### src/rtl/ps2_key_sequencer_if.sv
// Keyboard FIFO link between a PS/2 receiver FIFO and the key sequencer.
// The master drives the FIFO head; the slave answers with a pop strobe.
interface ps2_key_sequencer_if;
    logic       ready;
    logic [7:0] data;
    logic       overflow;
    logic       nextdata_n;

    modport master (
        output ready,
        output data,
        output overflow,
        input  nextdata_n
    );

    modport slave (
        input  ready,
        input  data,
        input  overflow,
        output nextdata_n
    );
endinterface

### src/rtl/ps2_key_sequencer.sv
// PS/2 scan byte sequencer: pops bytes from the keyboard FIFO and turns
// make/break/extended prefixes into press and release events.
module ps2_key_sequencer #(
    parameter int CNT_W = 8
) (
    input  logic                 clk,
    input  logic                 clrn,
    ps2_key_sequencer_if.slave   kbd,
    output logic                 evt_valid,
    output logic                 evt_make,
    output logic                 evt_ext,
    output logic [7:0]           evt_code,
    output logic                 key_down,
    output logic [7:0]           cur_code,
    output logic [CNT_W-1:0]     key_count,
    output logic                 ovf_err
);

    typedef enum logic [1:0] {
        IDLE,
        POP,
        GAP
    } state_t;

    state_t             state, state_n;
    logic [7:0]         byte_q, byte_n;
    logic               brk_q, brk_n;
    logic               ext_q, ext_n;
    logic               nd_n;
    logic               valid_n, make_n, eext_n;
    logic [7:0]         code_n, cur_n;
    logic               down_n, ovf_n;
    logic [CNT_W-1:0]   cnt_n;

    always_ff @(posedge clk or negedge clrn) begin
        if (!clrn) begin
            state          <= IDLE;
            byte_q         <= 8'h00;
            brk_q          <= 1'b0;
            ext_q          <= 1'b0;
            kbd.nextdata_n <= 1'b1;
            evt_valid      <= 1'b0;
            evt_make       <= 1'b0;
            evt_ext        <= 1'b0;
            evt_code       <= 8'h00;
            key_down       <= 1'b0;
            cur_code       <= 8'h00;
            key_count      <= '0;
            ovf_err        <= 1'b0;
        end else begin
            state          <= state_n;
            byte_q         <= byte_n;
            brk_q          <= brk_n;
            ext_q          <= ext_n;
            kbd.nextdata_n <= nd_n;
            evt_valid      <= valid_n;
            evt_make       <= make_n;
            evt_ext        <= eext_n;
            evt_code       <= code_n;
            key_down       <= down_n;
            cur_code       <= cur_n;
            key_count      <= cnt_n;
            ovf_err        <= ovf_n;
        end
    end

    // The pop strobe is registered from the next state, so it is low
    // for exactly the POP cycle and never glitches.
    always_comb begin
        state_n = state;
        byte_n  = byte_q;
        brk_n   = brk_q;
        ext_n   = ext_q;
        nd_n    = 1'b1;
        valid_n = 1'b0;
        make_n  = evt_make;
        eext_n  = evt_ext;
        code_n  = evt_code;
        down_n  = key_down;
        cur_n   = cur_code;
        cnt_n   = key_count;
        ovf_n   = ovf_err | kbd.overflow;

        unique case (state)
            IDLE: begin
                if (kbd.ready) begin
                    byte_n  = kbd.data;
                    state_n = POP;
                    nd_n    = 1'b0;
                end
            end
            POP: begin
                state_n = GAP;
                if (byte_q == 8'hF0) begin
                    brk_n = 1'b1;
                end else if (byte_q == 8'hE0) begin
                    ext_n = 1'b1;
                end else if (brk_q) begin
                    valid_n = 1'b1;
                    make_n  = 1'b0;
                    eext_n  = ext_q;
                    code_n  = byte_q;
                    if (byte_q == cur_code)
                        down_n = 1'b0;
                    brk_n   = 1'b0;
                    ext_n   = 1'b0;
                end else if (key_down && byte_q == cur_code) begin
                    // typematic repeat of the held key
                    ext_n = 1'b0;
                end else begin
                    valid_n = 1'b1;
                    make_n  = 1'b1;
                    eext_n  = ext_q;
                    code_n  = byte_q;
                    down_n  = 1'b1;
                    cur_n   = byte_q;
                    cnt_n   = key_count + 1'b1;
                    ext_n   = 1'b0;
                end
            end
            GAP: begin
                state_n = IDLE;
            end
            default: begin
                state_n = IDLE;
            end
        endcase
    end

endmodule

### src/flat_wrapper.sv
// flat-port wrapper written by rule: the top's interface ports become plain ports
module ps2_key_sequencer_flat 
#(
    parameter int CNT_W = 8
)
  (clk, clrn, evt_valid, evt_make, evt_ext, evt_code, key_down, cur_code, key_count, ovf_err, kbd_ready, kbd_data, kbd_overflow, kbd_nextdata_n);
  ps2_key_sequencer_if kbd_i ();
  input  logic clk;
  input  logic clrn;
  output logic evt_valid;
  output logic evt_make;
  output logic evt_ext;
  output logic [7:0] evt_code;
  output logic key_down;
  output logic [7:0] cur_code;
  output logic [CNT_W-1:0] key_count;
  output logic ovf_err;
  input wire logic [$bits(kbd_i.ready)-1:0] kbd_ready;
  input wire logic [$bits(kbd_i.data)-1:0] kbd_data;
  input wire logic [$bits(kbd_i.overflow)-1:0] kbd_overflow;
  output wire logic [$bits(kbd_i.nextdata_n)-1:0] kbd_nextdata_n;
  assign kbd_i.ready = kbd_ready;
  assign kbd_i.data = kbd_data;
  assign kbd_i.overflow = kbd_overflow;
  assign kbd_nextdata_n = kbd_i.nextdata_n;
  ps2_key_sequencer #(.CNT_W(CNT_W)) u_core (.clk(clk), .clrn(clrn), .kbd(kbd_i), .evt_valid(evt_valid), .evt_make(evt_make), .evt_ext(evt_ext), .evt_code(evt_code), .key_down(key_down), .cur_code(cur_code), .key_count(key_count), .ovf_err(ovf_err));
endmodule
### config.mk
export PLATFORM = sky130hd
export DESIGN_NAME = ps2_key_sequencer_flat
export DESIGN_NICKNAME = d
export VERILOG_FILES = /design/src/rtl/ps2_key_sequencer_if.sv /design/src/rtl/ps2_key_sequencer.sv /design/src/flat_wrapper.sv
export SDC_FILE = /design/constraint.sdc
export NUM_CORES = 1
export LEC_CHECK = 0
export CORE_AREA = 2 2 77 79
export DETAILED_ROUTE_END_ITERATION = 7
export DIE_AREA = 0 0 79 81
export GPL_TIMING_DRIVEN = 0
export PLACE_DENSITY = 0.67
export RECOVER_POWER = 25
export SYNTH_ARGS = -nofsm -noshare
export SYNTH_HDL_FRONTEND = slang
export SYNTH_SLANG_ARGS = --single-unit
### constraint.sdc
create_clock -name clk -period 2.1 [get_ports clk]
set_input_delay 0.525 -clock clk [delete_from_list [all_inputs] [get_ports clk]]
set_output_delay 0.525 -clock clk [all_outputs]
set_load 0.03 [all_outputs]
==> results of run 1 <==
[stage by stage]
step	cells	instance area [um^2]	util (%)	worst slack (ns)
after floorplan	206	2188	-	0.3841
after global placement	322	2693	47.44	-0.6595
after detailed placement	323	2708	47.71	-0.2330
after CTS	331	2816	49.63	0.05632
after global routing	331	2819	49.67	0.006366
final	331	2819	49.67	0.05548
[flip-flops by register name (all words and copies together) (netlist names), 2 cells and up]
name,cells
u_core.byte_q,8
u_core.cur_code,8
u_core.evt_code,8
u_core.key_count,8
u_core.state,2
[area by class of cell]
type	instances	share of cell area, %
clock inverter	3	1.420
sequential	42	37.33
timing repair buffer	42	14.51
clock buffer	5	2.441
tap	75	3.329
inverter	8	1.065
multi-input combinational	140	37.33
buffer	16	2.574
[metal layers]
metal  part of all wire, %  global-route usage, %  wire length (um)  up-vias
li1                      -                      -                 -      887
met1                    44                  25.27              2400      960
met2                    50                  29.66              2711       62
met3                   5.4                  3.667               298        6
met4                   1.0                  5.690                57        0
met5                     0                      0                 0        -
[cells in the mapped netlist (2+ instances only)]
library cell,instances,share of area (%)
a2111oi_0,6,2.4
a211oi_1,15,5.1
a21oi_1,4,0.91
a311oi_2,2,1.4
and3_1,5,1.4
and4_1,2,0.80
buf_2,5,1.1
clkbuf_1,11,1.9
dfrtp_1,41,47
inv_1,8,1.4
mux2_2,13,6.7
nand2_1,17,2.9
nand2b_1,2,0.57
nand3_1,4,0.91
nand4_1,13,3.7
nor2_1,2,0.34
nor3_1,2,0.46
nor3b_1,5,1.7
o211ai_1,4,1.4
o21ai_0,5,1.1
o22ai_1,2,0.57
o311ai_0,5,2.0
o31ai_1,2,0.69
or2_2,2,0.57
or3_1,2,0.57
xnor2_1,8,3.2
xor2_1,3,1.2
[kinds of logic (layout without fill, tap and decap cells)]
family	Yosys count	after routing	share of synthesized area [%]
compound gates	55	55	20.13
buf+inv	24	74	4.402
flops	42	42	48.08
xor+xnor	11	11	4.403
mux	14	14	7.147
fa+ha+maj	1	1	0.5717
simple gates	59	59	15.27
[power groups by stage]
stage	Clock (W)	Combinational, W	Sequential (W)
5_1_grt	0.000689	0.00199	0.00144
3_3_place_gp	0	0.00181	0.00141
6_report	0.000648	0.00185	0.00139
3_5_place_dp	0	0.00184	0.00141
2_1_floorplan	0	0.000720	0.00179
4_1_cts	0.000655	0.00185	0.00140
[how the worst max path moves through the flow]
stage,startpoint,end,slack [ns],cells after the start
CTS,u_core.byte_q[0],u_core.evt_ext,0.06,5
global route,u_core.key_down,key_down,0.006,1
global placement,clrn,u_core.ovf_err,-0.66,1
floorplan,u_core.byte_q[6],u_core.cur_code[0],0.38,4
detailed placement,kbd_ready,u_core.byte_q[6],-0.23,4
finish,u_core.key_down,key_down,0.06,1
==> impl_results.md, run 1 <==
* Net Sw Power at 0.001668 W
* Final setup fails at 0
* Leak pwr at 1.074 nW
* Max clock buf depth at 2
* Core Rows at 28
* Yosys warnings at 0
* Initial antenna violation count at 0
* CTS tree: done
* First DRT Iteration DRCs at 107
* DIE WIDTH at 79 um
* Area Overhead vs Synth at 28.82%
* Setup crit start kind: flop
* Final period util at 97.36%
* CP endpoint kind: output pin
* Mapped Nets at 219
* Worst EP required at 1.57 ns
* DR vias at 1915
* Die Area at 0.006399 mm^2
* Cells along the critical path: clkdlybuf4s50_1
* Wire per inst at 16.52 um
* Post-cts gate resize count at 0
* IO Count at 42
* Post-synthesis cell type count at 43
* CTS sink cnt at 42
* Avg Inst Size Synth at 10.62 um^2
* Sequential fraction of the synthesis area at 48.08%
* Comb pwr share at 47.5%
* Post-route ant nets at 0
* Total iterations of the first detailed-routing run at 4
* Share of power burned in registers at 35.8%
* Crit-path leading delay family: buffers and inverters
* Worst-Skew Late Latency at 0.30 ns
* RSZ-0062 raised after global routing: false
* Most common cell after layout, fill and taps aside: dfrtp_1
* Number of max-cap violations at 0
* Async SR Flop Fraction at 100.0%
* Clock power share at 16.7%
* Slew HR at 37.56%
* Total power at 0.003890 W
* Global route overflow at 0
* Core Region at 0.005675 mm^2
* Crit-path max FO at 5
* Status: finished, final reports clean
* Clock slew at reported path FFs at 0.08 ns
* Die height at 81 um
* Switching share of total power at 42.88%
* Commonest cells after routing, fill and taps aside: dfrtp_1, clkdlybuf4s50_1, nand2_1
* R2R depth at 4
* # diodes at 0
* CTS Buf Count at 5
* Ys flop type: dfrtp_1
* Post-DP HPWL at 3734 um
* PortBufs at 41
* Filler Cell Count at 540
* FF+latch area at 0.001052 mm^2
* Fin Hold WS at 0.3372 ns
* Layout cells sized above 1 at 15.23%
* CP Class: flop to output pin
* CP max-delay cell: clkdlybuf4s50_1
* Mapped Area at 0.002188 mm^2
* FMAX at 0.4891 GHz
* Crit path buffers/inverters at 1
* R2R Path Start: u_core.byte_q[3]
* First-pass GRT wire length at 9177 um
* PD cells at 1380 mW/mm^2
* Final min period at 2.045 ns
* Clock Tree Root: clkbuf_8
* Largest net degree at the start of global routing at 26
* Max-slew violations at 0
* Flops & latches, synth at 42
* Global Route Usage Sum at 18.44%
* Worst reg-to-reg setup slack at 0.12 ns
* Post-CTS Repair Setup Buffers at 0
* Hold buffers post-CTS at 0
* Worst vdd ir at 582.4 uV
* CP max stage delay at 0.73 ns
* Vias in the first global route at 1885
* Remaining DRCs at 0
* Reg2reg end: u_core.cur_code[6]
* Starting Density at 38.56%
* Placer Congestion at 0.8205
* Worst hold path type: primary input to asynchronous set/reset pin
* Post-synth EDFFs at 0
* Via/cell ratio at 5.785
* CP arrival at 1.52 ns
* TNS Setup at 0 ns
* NumNets Final at 268
* Clk_skew at 0.002201 ns
* Multi-input logic area at 0.001052 mm^2
* Max H-tree Level at 2
* WL final at 5468 um
* Syn Inst Count at 206
* Int Pwr at 0.002222 W
* Measured slew at the worst slew-check pin at 0.9366 ns
* Final Hold Fails at 0
Note: power is estimated with default switching activity, not from simulation.
==> inputs of run 2 (changes only) <==
==> constraint.sdc (replaced) <==
create_clock -name clk -period 2.5 [get_ports clk]
set_input_delay 0.625 -clock clk [delete_from_list [all_inputs] [get_ports clk]]
set_output_delay 0.625 -clock clk [all_outputs]
set_load 0.03 [all_outputs]
==> run 2 against run 1 <==
  * Sequential share of layout area about the same
  * Design area decreased by 0.13%
  * Non-clock buffer count unchanged
  * Critical path type unchanged
  * Largest power group unchanged
  * Wire length decreased by 0.49%
==> impl_results.md, run 2 (synthesis gave the netlist of run 1 again) <==
* Initial antenna violation count at 0
* Vias in the first global route at 1885
* Setup crit start kind: flop
* CP Class: flop to output pin
* # diodes at 0
* Post-route ant nets at 0
* Post-cts gate resize count at 0
* Total power at 0.003260 W
* Worst vdd ir at 487.8 uV
* CTS tree: done
* Placed cell count at 323
* CP arrival at 1.52 ns
* Crit path buffers/inverters at 1
* Clock power share at 16.7%
* Comb pwr share at 47.5%
* Clk_skew at 0.004520 ns
* Clock slew at reported path FFs at 0.08 ns
* Final WS setup at 0.3579 ns
* Final setup fails at 0
* Worst hold path type: primary input to asynchronous set/reset pin
* First DRT Iteration DRCs at 134
* TNS Setup at 0 ns
* Measured slew at the worst slew-check pin at 1.020 ns
* NumNets Final at 268
* Number of max-cap violations at 0
* Via/cell ratio at 5.719
* Global Route Usage Sum at 18.44%
* Net Sw Power at 0.001397 W
* Max clock buf depth at 2
* Layout cells sized above 1 at 13.28%
* Status: finished, final reports clean
* Share of power burned in registers at 35.9%
* DIE WIDTH at 79 um
* CP max-delay cell: clkdlybuf4s50_1
* Die Area at 0.006399 mm^2
* Place WS at 0.06696 ns
* Cells along the critical path: clkdlybuf4s50_1
* Clock Tree Root: clkbuf_8
* Layout Cells excl Fill at 331
* Final Hold Fails at 0
* Final period util at 85.68%
* First-pass GRT wire length at 9177 um
* CP endpoint kind: output pin
* Worst-Skew Late Latency at 0.30 ns
* Worst EP required at 1.88 ns
* Remaining DRCs at 0
* Largest net degree at the start of global routing at 26
* Filler Cell Count at 541
* Commonest cells after routing, fill and taps aside: dfrtp_1, clkdlybuf4s50_1, nand2_1
* PD cells at 1158 mW/mm^2
* CTS sink cnt at 42
* Core Region at 0.005675 mm^2
* CP max stage delay at 0.73 ns
* Most common cell after layout, fill and taps aside: dfrtp_1
* Crit-path max FO at 5
* IO Count at 42
* Wire per inst at 16.44 um
* Hold buffers post-CTS at 0
* Int Pwr at 0.001863 W
* Max H-tree Level at 2
* Max-slew violations at 0
* DR vias at 1893
* PortBufs at 41
* Crit-path leading delay family: buffers and inverters
* Post-DP HPWL at 3734 um
* CTS Buf Count at 5
* Slew HR at 32.02%
* Fin Hold WS at 0.4696 ns
* Area Overhead vs Synth at 28.64%
* RSZ-0062 raised after global routing: false
* Switching share of total power at 42.84%
* Post-CTS Repair Setup Buffers at 0
* Final min period at 2.142 ns
* Leak pwr at 1.067 nW
* Die height at 81 um
* Starting Density at 38.56%
* Global route overflow at 0
* WL final at 5441 um
* Core Rows at 28
* FMAX at 0.4668 GHz
* Placer Congestion at 0.8205
* Total iterations of the first detailed-routing run at 4
[run 2: cell count changes in the layout (fill, tap and decap cells not counted), sizes merged]
cell    delta
clkbuf     -2
buf        +2
[run 2: path summary, 6_finish.rpt]
| check | startpoint | end | slack [ns] | depth (start not counted) |
|---|---|---|---|---|
| setup / recovery | u_core.key_down | key_down | 0.36 | 1 |
| hold / removal | clrn | u_core.evt_code[4] | 0.47 | 1 |
| setup reg to reg | u_core.byte_q[0] | u_core.evt_code[4] | 0.44 | 5 |
| hold reg to reg | u_core.ovf_err | u_core.ovf_err | 0.47 | 1 |
| max in group asynchronous | clrn | u_core.kbd.nextdata_n | 1.28 | 2 |
| min in group clk | u_core.ovf_err | u_core.ovf_err | 0.47 | 1 |
[run 2: metal layers]
| metal | track usage, % | vias to the layer above | part of all wire, % |
|---|---|---|---|
| met5 | 0 | - | 0 |
| met4 | 5.690 | 0 | 1.0 |
| met3 | 3.667 | 6 | 5.0 |
| met2 | 29.66 | 59 | 50 |
| met1 | 25.27 | 944 | 44 |
| li1 | - | 884 | - |
[run 2: power by group through the flow]
stage / Clock (W) / Sequential (W) / Combinational [W]
finish: 0.000544 / 0.00117 / 0.00155
global route: 0.000578 / 0.00121 / 0.00167
CTS: 0.000550 / 0.00117 / 0.00155
detailed placement: 0 / 0.00118 / 0.00154
global placement: 0 / 0.00118 / 0.00152
floorplan: 0 / 0.00150 / 0.000605
[run 2: cell type report]
type / instances / area, um^2 / area share [%]
plain buffers: 16 / 66.31 / 2.356
clock buffers: 5 / 68.82 / 2.444
clock inverters: 3 / 40.04 / 1.422
inverters: 8 / 30.03 / 1.067
multi-input cells: 140 / 1040 / 36.93
flip-flops and latches: 42 / 1052 / 37.38
well taps: 75 / 93.84 / 3.333
repair buffers: 42 / 424.2 / 15.07
[run 2: stage by stage]
stage                     area [um^2]  util, %
after floorplan                  2188        -
after global placement           2693    47.44
after detailed placement         2708    47.71
after CTS                        2816    49.63
after global routing             2815    49.60
final                            2815    49.60
==> inputs of run 3 (changes only) <==
--- a/config.mk
+++ b/config.mk
@@ -6,6 +6,7 @@
 export NUM_CORES = 1
 export LEC_CHECK = 0
 export CORE_AREA = 2 2 77 79
+export CTS_CLUSTER_DIAMETER = 120
 export DETAILED_ROUTE_END_ITERATION = 7
 export DIE_AREA = 0 0 79 81
 export GPL_TIMING_DRIVEN = 0
==> results of run 3 <==
Same layout as run 2: the final DEF is identical, and so are final timing and power.
